### config.mk
export PLATFORM = sky130hd
export DESIGN_NAME = prog_mem_controller
export DESIGN_NICKNAME = d
export VERILOG_FILES = /design/src/rtl/prog_mem_controller.sv
export SDC_FILE = /design/constraint.sdc
export NUM_CORES = 1
export LEC_CHECK = 0
export CAP_MARGIN = 20
export CORE_ASPECT_RATIO = 1.75
export CORE_MARGIN = 8
export CORE_UTILIZATION = 35
export DETAILED_ROUTE_END_ITERATION = 12
export MAX_ROUTING_LAYER = met4
export PLACE_DENSITY_LB_ADDON = 0.15
export SLEW_MARGIN = 20
export SYNTH_ARGS = -nofsm -noshare
export SYNTH_HDL_FRONTEND = slang
export SYNTH_SLANG_ARGS = --single-unit
### constraint.sdc
create_clock -name clk -period 3.4 [get_ports clk]
set_clock_uncertainty 0.05 [all_clocks]
set_input_delay 1.02 -clock clk [delete_from_list [all_inputs] [get_ports clk]]
set_output_delay 1.02 -clock clk [all_outputs]
set_load 0.05 [all_outputs]
### src/rtl/prog_mem_controller.sv
// prog_mem_controller
//
// Shares NUM_CHANNELS program-memory read channels among NUM_CONSUMERS
// instruction fetchers. Idle channels grant pending fetchers in round-robin
// order, relay the read to memory, and hand the returned word back to the
// fetcher that asked for it.
//
// Handshakes (both sides are level-based, sampled on the rising clk edge):
//   Fetcher side: a fetcher raises consumer_read_valid with its address and
//   holds it; the controller raises consumer_read_ready together with the
//   data and keeps it up until it samples consumer_read_valid low, which
//   completes the transfer and frees the fetcher for a new grant.
//   Memory side: a channel holds mem_read_valid and mem_read_address stable
//   while WAITING; the first sampled mem_read_ready for that channel
//   completes the read and drops mem_read_valid. mem_read_ready in any other
//   state is ignored.
//
// Ports:
//   clk, reset               - clock; asynchronous active-high reset
//   consumer_read_valid      - per-fetcher request (level)
//   consumer_read_address    - packed per-fetcher addresses
//   consumer_read_ready      - per-fetcher data-valid acknowledge
//   consumer_read_data       - packed per-fetcher data (held until next relay)
//   mem_read_valid           - per-channel memory request
//   mem_read_address         - packed per-channel addresses
//   mem_read_ready           - per-channel memory data valid
//   mem_read_data            - packed per-channel memory data
//   channel_state            - packed per-channel FSM state (2 bits each)

module prog_mem_controller #(
    parameter int NUM_CONSUMERS = 4,
    parameter int NUM_CHANNELS  = 1,
    parameter int ADDR_BITS     = 8,
    parameter int DATA_BITS     = 16
) (
    input  logic                               clk,
    input  logic                               reset,
    input  logic [NUM_CONSUMERS-1:0]           consumer_read_valid,
    input  logic [NUM_CONSUMERS*ADDR_BITS-1:0] consumer_read_address,
    output logic [NUM_CONSUMERS-1:0]           consumer_read_ready,
    output logic [NUM_CONSUMERS*DATA_BITS-1:0] consumer_read_data,
    output logic [NUM_CHANNELS-1:0]            mem_read_valid,
    output logic [NUM_CHANNELS*ADDR_BITS-1:0]  mem_read_address,
    input  logic [NUM_CHANNELS-1:0]            mem_read_ready,
    input  logic [NUM_CHANNELS*DATA_BITS-1:0]  mem_read_data,
    output logic [NUM_CHANNELS*2-1:0]          channel_state
);

    localparam int CW = (NUM_CONSUMERS > 1) ? $clog2(NUM_CONSUMERS) : 1;

    typedef enum logic [1:0] {
        ST_IDLE     = 2'd0,
        ST_WAITING  = 2'd1,
        ST_RELAYING = 2'd2
    } state_t;

    state_t                 state_q   [NUM_CHANNELS];
    state_t                 state_d   [NUM_CHANNELS];
    logic [CW-1:0]          ch_cons   [NUM_CHANNELS];
    logic [ADDR_BITS-1:0]   ch_addr   [NUM_CHANNELS];
    logic [CW-1:0]          grant_idx [NUM_CHANNELS];

    logic [NUM_CONSUMERS-1:0] serving;
    logic [NUM_CONSUMERS-1:0] pending;
    logic [NUM_CONSUMERS-1:0] granted;
    logic [CW-1:0]            rr_ptr;
    logic [CW-1:0]            rr_next;
    logic [NUM_CHANNELS-1:0]  grant_valid;
    logic [NUM_CHANNELS-1:0]  do_relay;
    logic [NUM_CHANNELS-1:0]  do_release;

    // Arbiter: idle channels, lowest index first, each take the next pending
    // fetcher searching cyclically from rr_ptr. 'granted' keeps two channels
    // from picking the same fetcher in one cycle. The pointer follows the
    // last grant made, so the fetcher after it has top priority next time.
    always_comb begin
        logic [CW-1:0] cand_idx;
        cand_idx    = '0;
        pending     = consumer_read_valid & ~serving;
        granted     = '0;
        grant_valid = '0;
        rr_next     = rr_ptr;
        for (int c = 0; c < NUM_CHANNELS; c++) begin
            grant_idx[c] = '0;
            if (state_q[c] == ST_IDLE) begin
                for (int j = 0; j < NUM_CONSUMERS; j++) begin
                    cand_idx = CW'((int'(rr_ptr) + j) % NUM_CONSUMERS);
                    if (!grant_valid[c] && pending[cand_idx] && !granted[cand_idx]) begin
                        grant_valid[c]    = 1'b1;
                        grant_idx[c]      = cand_idx;
                        granted[cand_idx] = 1'b1;
                        rr_next           = CW'((int'(cand_idx) + 1) % NUM_CONSUMERS);
                    end
                end
            end
        end
    end

    // Channel FSM next state. A fetcher that drops valid while its read is
    // still WAITING is only noticed once the channel is RELAYING, so the
    // read always completes and ready is shown for at least one cycle.
    always_comb begin
        do_relay   = '0;
        do_release = '0;
        for (int c = 0; c < NUM_CHANNELS; c++) begin
            state_d[c] = state_q[c];
            case (state_q[c])
                ST_IDLE: begin
                    if (grant_valid[c]) state_d[c] = ST_WAITING;
                end
                ST_WAITING: begin
                    if (mem_read_ready[c]) begin
                        state_d[c]  = ST_RELAYING;
                        do_relay[c] = 1'b1;
                    end
                end
                ST_RELAYING: begin
                    if (!consumer_read_valid[ch_cons[c]]) begin
                        state_d[c]    = ST_IDLE;
                        do_release[c] = 1'b1;
                    end
                end
                default: state_d[c] = ST_IDLE;
            endcase
        end
    end

    always_ff @(posedge clk or posedge reset) begin
        if (reset) begin
            for (int c = 0; c < NUM_CHANNELS; c++) state_q[c] <= ST_IDLE;
        end else begin
            for (int c = 0; c < NUM_CHANNELS; c++) state_q[c] <= state_d[c];
        end
    end

    // Per-channel latches and per-fetcher outputs. A fetcher is marked
    // serving from grant to release, so it cannot be re-granted before the
    // edge after its release.
    always_ff @(posedge clk or posedge reset) begin
        if (reset) begin
            rr_ptr              <= '0;
            serving             <= '0;
            consumer_read_ready <= '0;
            consumer_read_data  <= '0;
            for (int c = 0; c < NUM_CHANNELS; c++) begin
                ch_cons[c] <= '0;
                ch_addr[c] <= '0;
            end
        end else begin
            rr_ptr <= rr_next;
            for (int c = 0; c < NUM_CHANNELS; c++) begin
                if (grant_valid[c]) begin
                    ch_cons[c]            <= grant_idx[c];
                    ch_addr[c]            <= consumer_read_address[grant_idx[c]*ADDR_BITS +: ADDR_BITS];
                    serving[grant_idx[c]] <= 1'b1;
                end
                if (do_relay[c]) begin
                    consumer_read_data[ch_cons[c]*DATA_BITS +: DATA_BITS] <= mem_read_data[c*DATA_BITS +: DATA_BITS];
                    consumer_read_ready[ch_cons[c]] <= 1'b1;
                end
                if (do_release[c]) begin
                    consumer_read_ready[ch_cons[c]] <= 1'b0;
                    serving[ch_cons[c]]             <= 1'b0;
                end
            end
        end
    end

    always_comb begin
        mem_read_valid   = '0;
        mem_read_address = '0;
        channel_state    = '0;
        for (int c = 0; c < NUM_CHANNELS; c++) begin
            mem_read_valid[c]                          = (state_q[c] == ST_WAITING);
            mem_read_address[c*ADDR_BITS +: ADDR_BITS] = ch_addr[c];
            channel_state[c*2 +: 2]                    = state_q[c];
        end
    end

endmodule

======== Word-level counts from Yosys, hierarchy flattened ========
Cells that the tools add are included.
operators by class
  $add $sub $neg .......................... 7
  $lt $le $gt $ge ......................... 11
  equality and inequality tests ........... 5
  shift operators ......................... 3
  mux-type cells .......................... 64
  bitwise logic cells ..................... 9
  reduce and logical (&&, ||, !) cells .... 23
operators with widths
  operator                    number
  $bwmux W64                  1
  $shift A16 B34 Y64 const A  1
  $shiftx A16 B34 Y64         1
  $mux W4                     10
  $neg A6 Y34                 1
  $shiftx A32 B6 Y8           1
  $mux W1                     26
  $mux W2                     12
  $bmux W1 S2                 9
  $lt A2 B3 Y1 const B        6
  $or A4 B4 Y4                4
  $and A4 B4 Y4               3
  $logic_and A1 B1 Y1         12
  $demux W1 S2                5
  $ge A2 B1 Y1 const B        5
  $add A2 B1 Y2 const B       4
  $not A4 Y4                  2
  $logic_not A1 Y1            7
  $pmux W2 S3                 1
  $add A2 B2 Y2 const B       2
  $ne A2 B2 Y1 const B        2
  $reduce_bool A4 Y1          1
  $reduce_and A3 Y1           1
  $eq A2 B1 Y1 const B        1
  4 further kinds             4
word-level totals
  bits in registers ....................... 86
  input port bits ......................... 55
  output and inout bits ................... 79
  word-level logic and storage cells ...... 129

======== Depth between registers and ports, before layout ========
  depth after elaboration ................. 33
  depth in mapped cells ................... 13

======== Least setup slack after synthesis ========
No wires, ideal clock.
  path kind ............................... input to register
  start point ............................. input consumer_read_valid[0]
  end point ............................... register ch_addr (netlist bit mem_read_address[1])
  library setup time ...................... 0.066 ns
  arrival ................................. 2.701 ns
  required time ........................... 3.284 ns
  path slack .............................. 0.583 ns
  stages on the path ...................... 8
  buffers on the path ..................... 1
  cells stage by stage .................... nor2b_1 -> buf_6 -> mux4_2 -> nand2_2 -> mux2i_1 -> a22oi_1 -> o22ai_1 -> o22a_1
between the ends
  longest elaborated chain between the ends .. 25
  elaborated cells between the ends (all ways) .. 50
RTL lines
  item                            RTL line  text
  start: declaration              38        input logic [NUM_CONSUMERS-1:0] consumer_read_valid,
  $and A4 B4 Y4 (*)               79        pending = consumer_read_valid & ~serving;
  $bmux W1 S2                     88        if (!grant_valid[c] && pending[cand_idx] && !granted[cand_idx]) begin
  $mux W1 (implied by the code)   88
  $logic_and A1 B1 Y1             88
  $mux W4                         88
  $mux W4                         85        if (state_q[c] == ST_IDLE) begin
  $bmux W1 S2                     88
  $mux W1 (implied by the code)   88
  [... 9 more ...]                n/a
  $mux W4                         85
  $bmux W1 S2                     88
  $mux W1 (implied by the code)   88
  $logic_not A1 Y1                88
  $logic_and A1 B1 Y1             88
  $mux W2                         88
  $mux W2                         85
  $shiftx A32 B6 Y8               154       ch_addr[c] <= consumer_read_address[grant_idx[c]*ADDR_BITS +: ADDR_BITS];
  end signal: indexed assignment  154
  end: declaration                60        logic [ADDR_BITS-1:0] ch_addr [NUM_CHANNELS];
Mark *: on every way between the ends. The rest lies on a longest branch, timed or not. The select of a mux whose other input is x is not followed.
A chain may end at the register's enable or synchronous reset.

======== Final worst setup path ========
  start point ............................. input consumer_read_valid[0]
  end point ............................... register ch_addr (netlist bit mem_read_address[4])
Same word-level chain as after synthesis.

==> impl_metrics.ini <==
[critical_path]
r2r_setup_slack_ns = 0.34
cp.arrival_ns = 3.43
cp-start-kind = input port
endpoint_kind = flop
reg2regPathDepth = 8
cp_max_fo = 13
worstSetupPathType = in2reg
cp_data_required_time_ns = 3.63

[timing]
fin_hold_ws_ns = 0.429
finalHoldViolCount = 0
fin_crit_ns = 3.20
setup-violations-final = 0
fin_tns_setup_ns = 0
fmax_ghz = 0.313
maxSlewHeadroom_pct = 63.0
grt_setup_unrepaired = no
drv_slew = 0
period_share_pct = 94.1
worst_slew_pin_slew_ns = 0.554
setup_ws_ns = 0.201

[layout]
fin_cells = 804
areaGrowthSynthToFinish_pct = 45.5
drive_gt1_share_pct = 10.7
num_antenna_cells = 0
nets = 697
fillers = 1204

[synth]
synth_nets = 552
ys_ff_latch = 86
synth_top_area_share_pct = 48.8
yosysTopAreaCell = dfrtp_1
yosysWarnings = 0
synth_top_flop_cell = dfrtp_1
syn_inst = 486
synth_edf_count = 0
synth_area_um2 = 4410
yosysUniqueCellTypes = 56
synth.most_common_cell = nand2_1
ys_seq_area_share_pct = 48.8
async_flop_share_pct = 100
avgSynthCellArea_um2 = 9.06
synth_area_leaders = dfrtp_1, nand2_1, o21ai_0, ha_1, a21oi_1
synthTopCellsByCount = nand2_1, dfrtp_1, o21ai_0, a21oi_1, clkbuf_1

[floorplanning]
num_rows = 54
io_pins = 134
core_um2 = 12400
die_area_um2 = 16600
dieWidth_um = 101
start_util_pct = 35.6
die_h_um = 164

[global_routing]
antenna_found_initial = 0
grt_max_degree = 71
grt_overflow = 0
grt_pass1_wl_um = 22900
grtUsageTotal_pct = 18.8
first_global_vias = 4256

[drt]
drt-total-wl_um = 14800
dr.pass1.iters = 4
drc = 0
post_drt_wl_per_cell_um = 18.4
ant_nets = 0
num_vias = 4059
drt_iter0_markers = 140
via_per_inst = 5.05

[hold_path]
whs_path_depth = 2
min_path_type = reg2reg

[placed_design]
placement.io_buffers = 133
preCtsSetupSlack_ns = -0.134
globalplace.congestion = 0.867
dp_hpwl_um = 11600
dp_cells = 788

[clock_tree]
cts_buffers = 9
clk_root_buffer_cell = clkbuf_16
clock_latency_ns = 0.33
htreeDepth = 3
cts_tree = built
ctsResizeCount = 0
ctsHoldBuffers = 0
clock_path_buffers = 2
post_cts_buffers = 0
clock_sinks = 86
cts.clk_slew.worst_paths_ns = 0.07

[run_status]
run_status = finished clean

[power_and_ir_drop]
leakagePower_nw = 2.70
power.density_nw_per_um2 = 1050
p_total_mw = 6.73
ir_drop_v = 0.000502

[run]
drv_cap = 0
## worst max-delay path, cell delays in order
cell,delay [ns]
clkdlybuf4s50_1,0.49
nor2b_1,0.35
mux4_2,0.35
nand2_2,0.12
buf_4,0.20
a21oi_1,0.42
a22oi_1,0.12
o22ai_1,0.19
o22a_1,0.16
## worst paths after layout
path / from / to
worst max register to register: rr_ptr[1] / mem_read_address[4]
max in group asynchronous: reset / consumer_read_data[63]
min in group asynchronous: reset / consumer_read_data[39]
worst min register to register: consumer_read_data[38] / consumer_read_data[38]
worst max-delay path: consumer_read_valid[0] / mem_read_address[4]
worst min-delay path: consumer_read_data[38] / consumer_read_data[38]
## cells by family (layout without fill, tap and decap cells)
family | after synthesis | count (layout) | synth area share [%]
adder cells (fa/ha/maj) | 11 | 11 | 3.12
multiplexers | 12 | 12 | 3.58
buffers and inverters | 37 | 187 | 4.12
XOR/XNOR | 2 | 2 | 0.398
flip-flops | 86 | 86 | 48.8
AO/OA/AOI/OAI | 135 | 135 | 19.2
AND/OR/NAND/NOR | 203 | 203 | 20.8
## state kept, by name, indices dropped and copies added, names as in the netlist, named ones only
register,flops
rr_ptr,2
channel_state,2
consumer_read_ready,1
ch_cons,2
serving,4
consumer_read_data,64
mem_read_address,8
## power by group
part	internal (mW)	leakage (nW)	switching (mW)
Sequential	1.38	1.13	0.260
Clock	0.726	0.165	0.416
Combinational	1.44	1.40	2.51
Total	3.54	2.70	3.19
## per-layer routing
layer / wire length [um] / share of wire (%) / GRT usage, % / vias up
met2: 8080 / 55 / 33.4 / 127
met5: 0 / 0 / - / -
met1: 5340 / 36 / 18.8 / 1935
li1: - / - / - / 1971
met4: 388 / 2.6 / 7.47 / 0
met3: 1010 / 6.8 / 5.36 / 26
## cells in the final DEF, fill, tap and decap left out, types with 3 or more instances in the layout
cell / synthesis / layout
dfrtp_1: 86 / 86
buf_4: 2 / 27
o21ai_0: 68 / 68
a221o_1: 7 / 7
mux2i_1: 9 / 9
nor2_1: 13 / 13
nand2_1: 146 / 146
clkdlybuf4s50_1: 0 / 133
o22ai_1: 7 / 7
and3_1: 3 / 3
a21oi_1: 21 / 21
nand3_1: 4 / 4
nor4_1: 3 / 3
o22a_1: 6 / 6
inv_1: 7 / 6
buf_12: 0 / 3
ha_1: 11 / 11
mux4_2: 3 / 3
o31ai_1: 4 / 4
nor3_1: 3 / 3
clkbuf_16: 0 / 9
a22oi_1: 6 / 6
bufinv_16: 0 / 3
nor3b_1: 5 / 4
nand2b_1: 6 / 6
## final cells by class
type,instances,area (um^2),area share (%)
clock buffers,10,229,3.57
flip-flops and latches,86,2150,33.6
well taps,168,210,3.28
clock inverters,6,118,1.83
repair buffers,163,1590,24.9
multi-input cells,363,2080,32.4
inverters,8,31.3,0.488
## per-stage QoR
step / instance area, um^2 / utilization [%]
floorplan: 4410 / -
finish: 6410 / 51.9
global placement: 6060 / 49.0
global route: 6410 / 51.9
CTS: 6410 / 51.9
detailed placement: 6060 / 49.0
No activity file was read; power rests on OpenSTA's default activity.
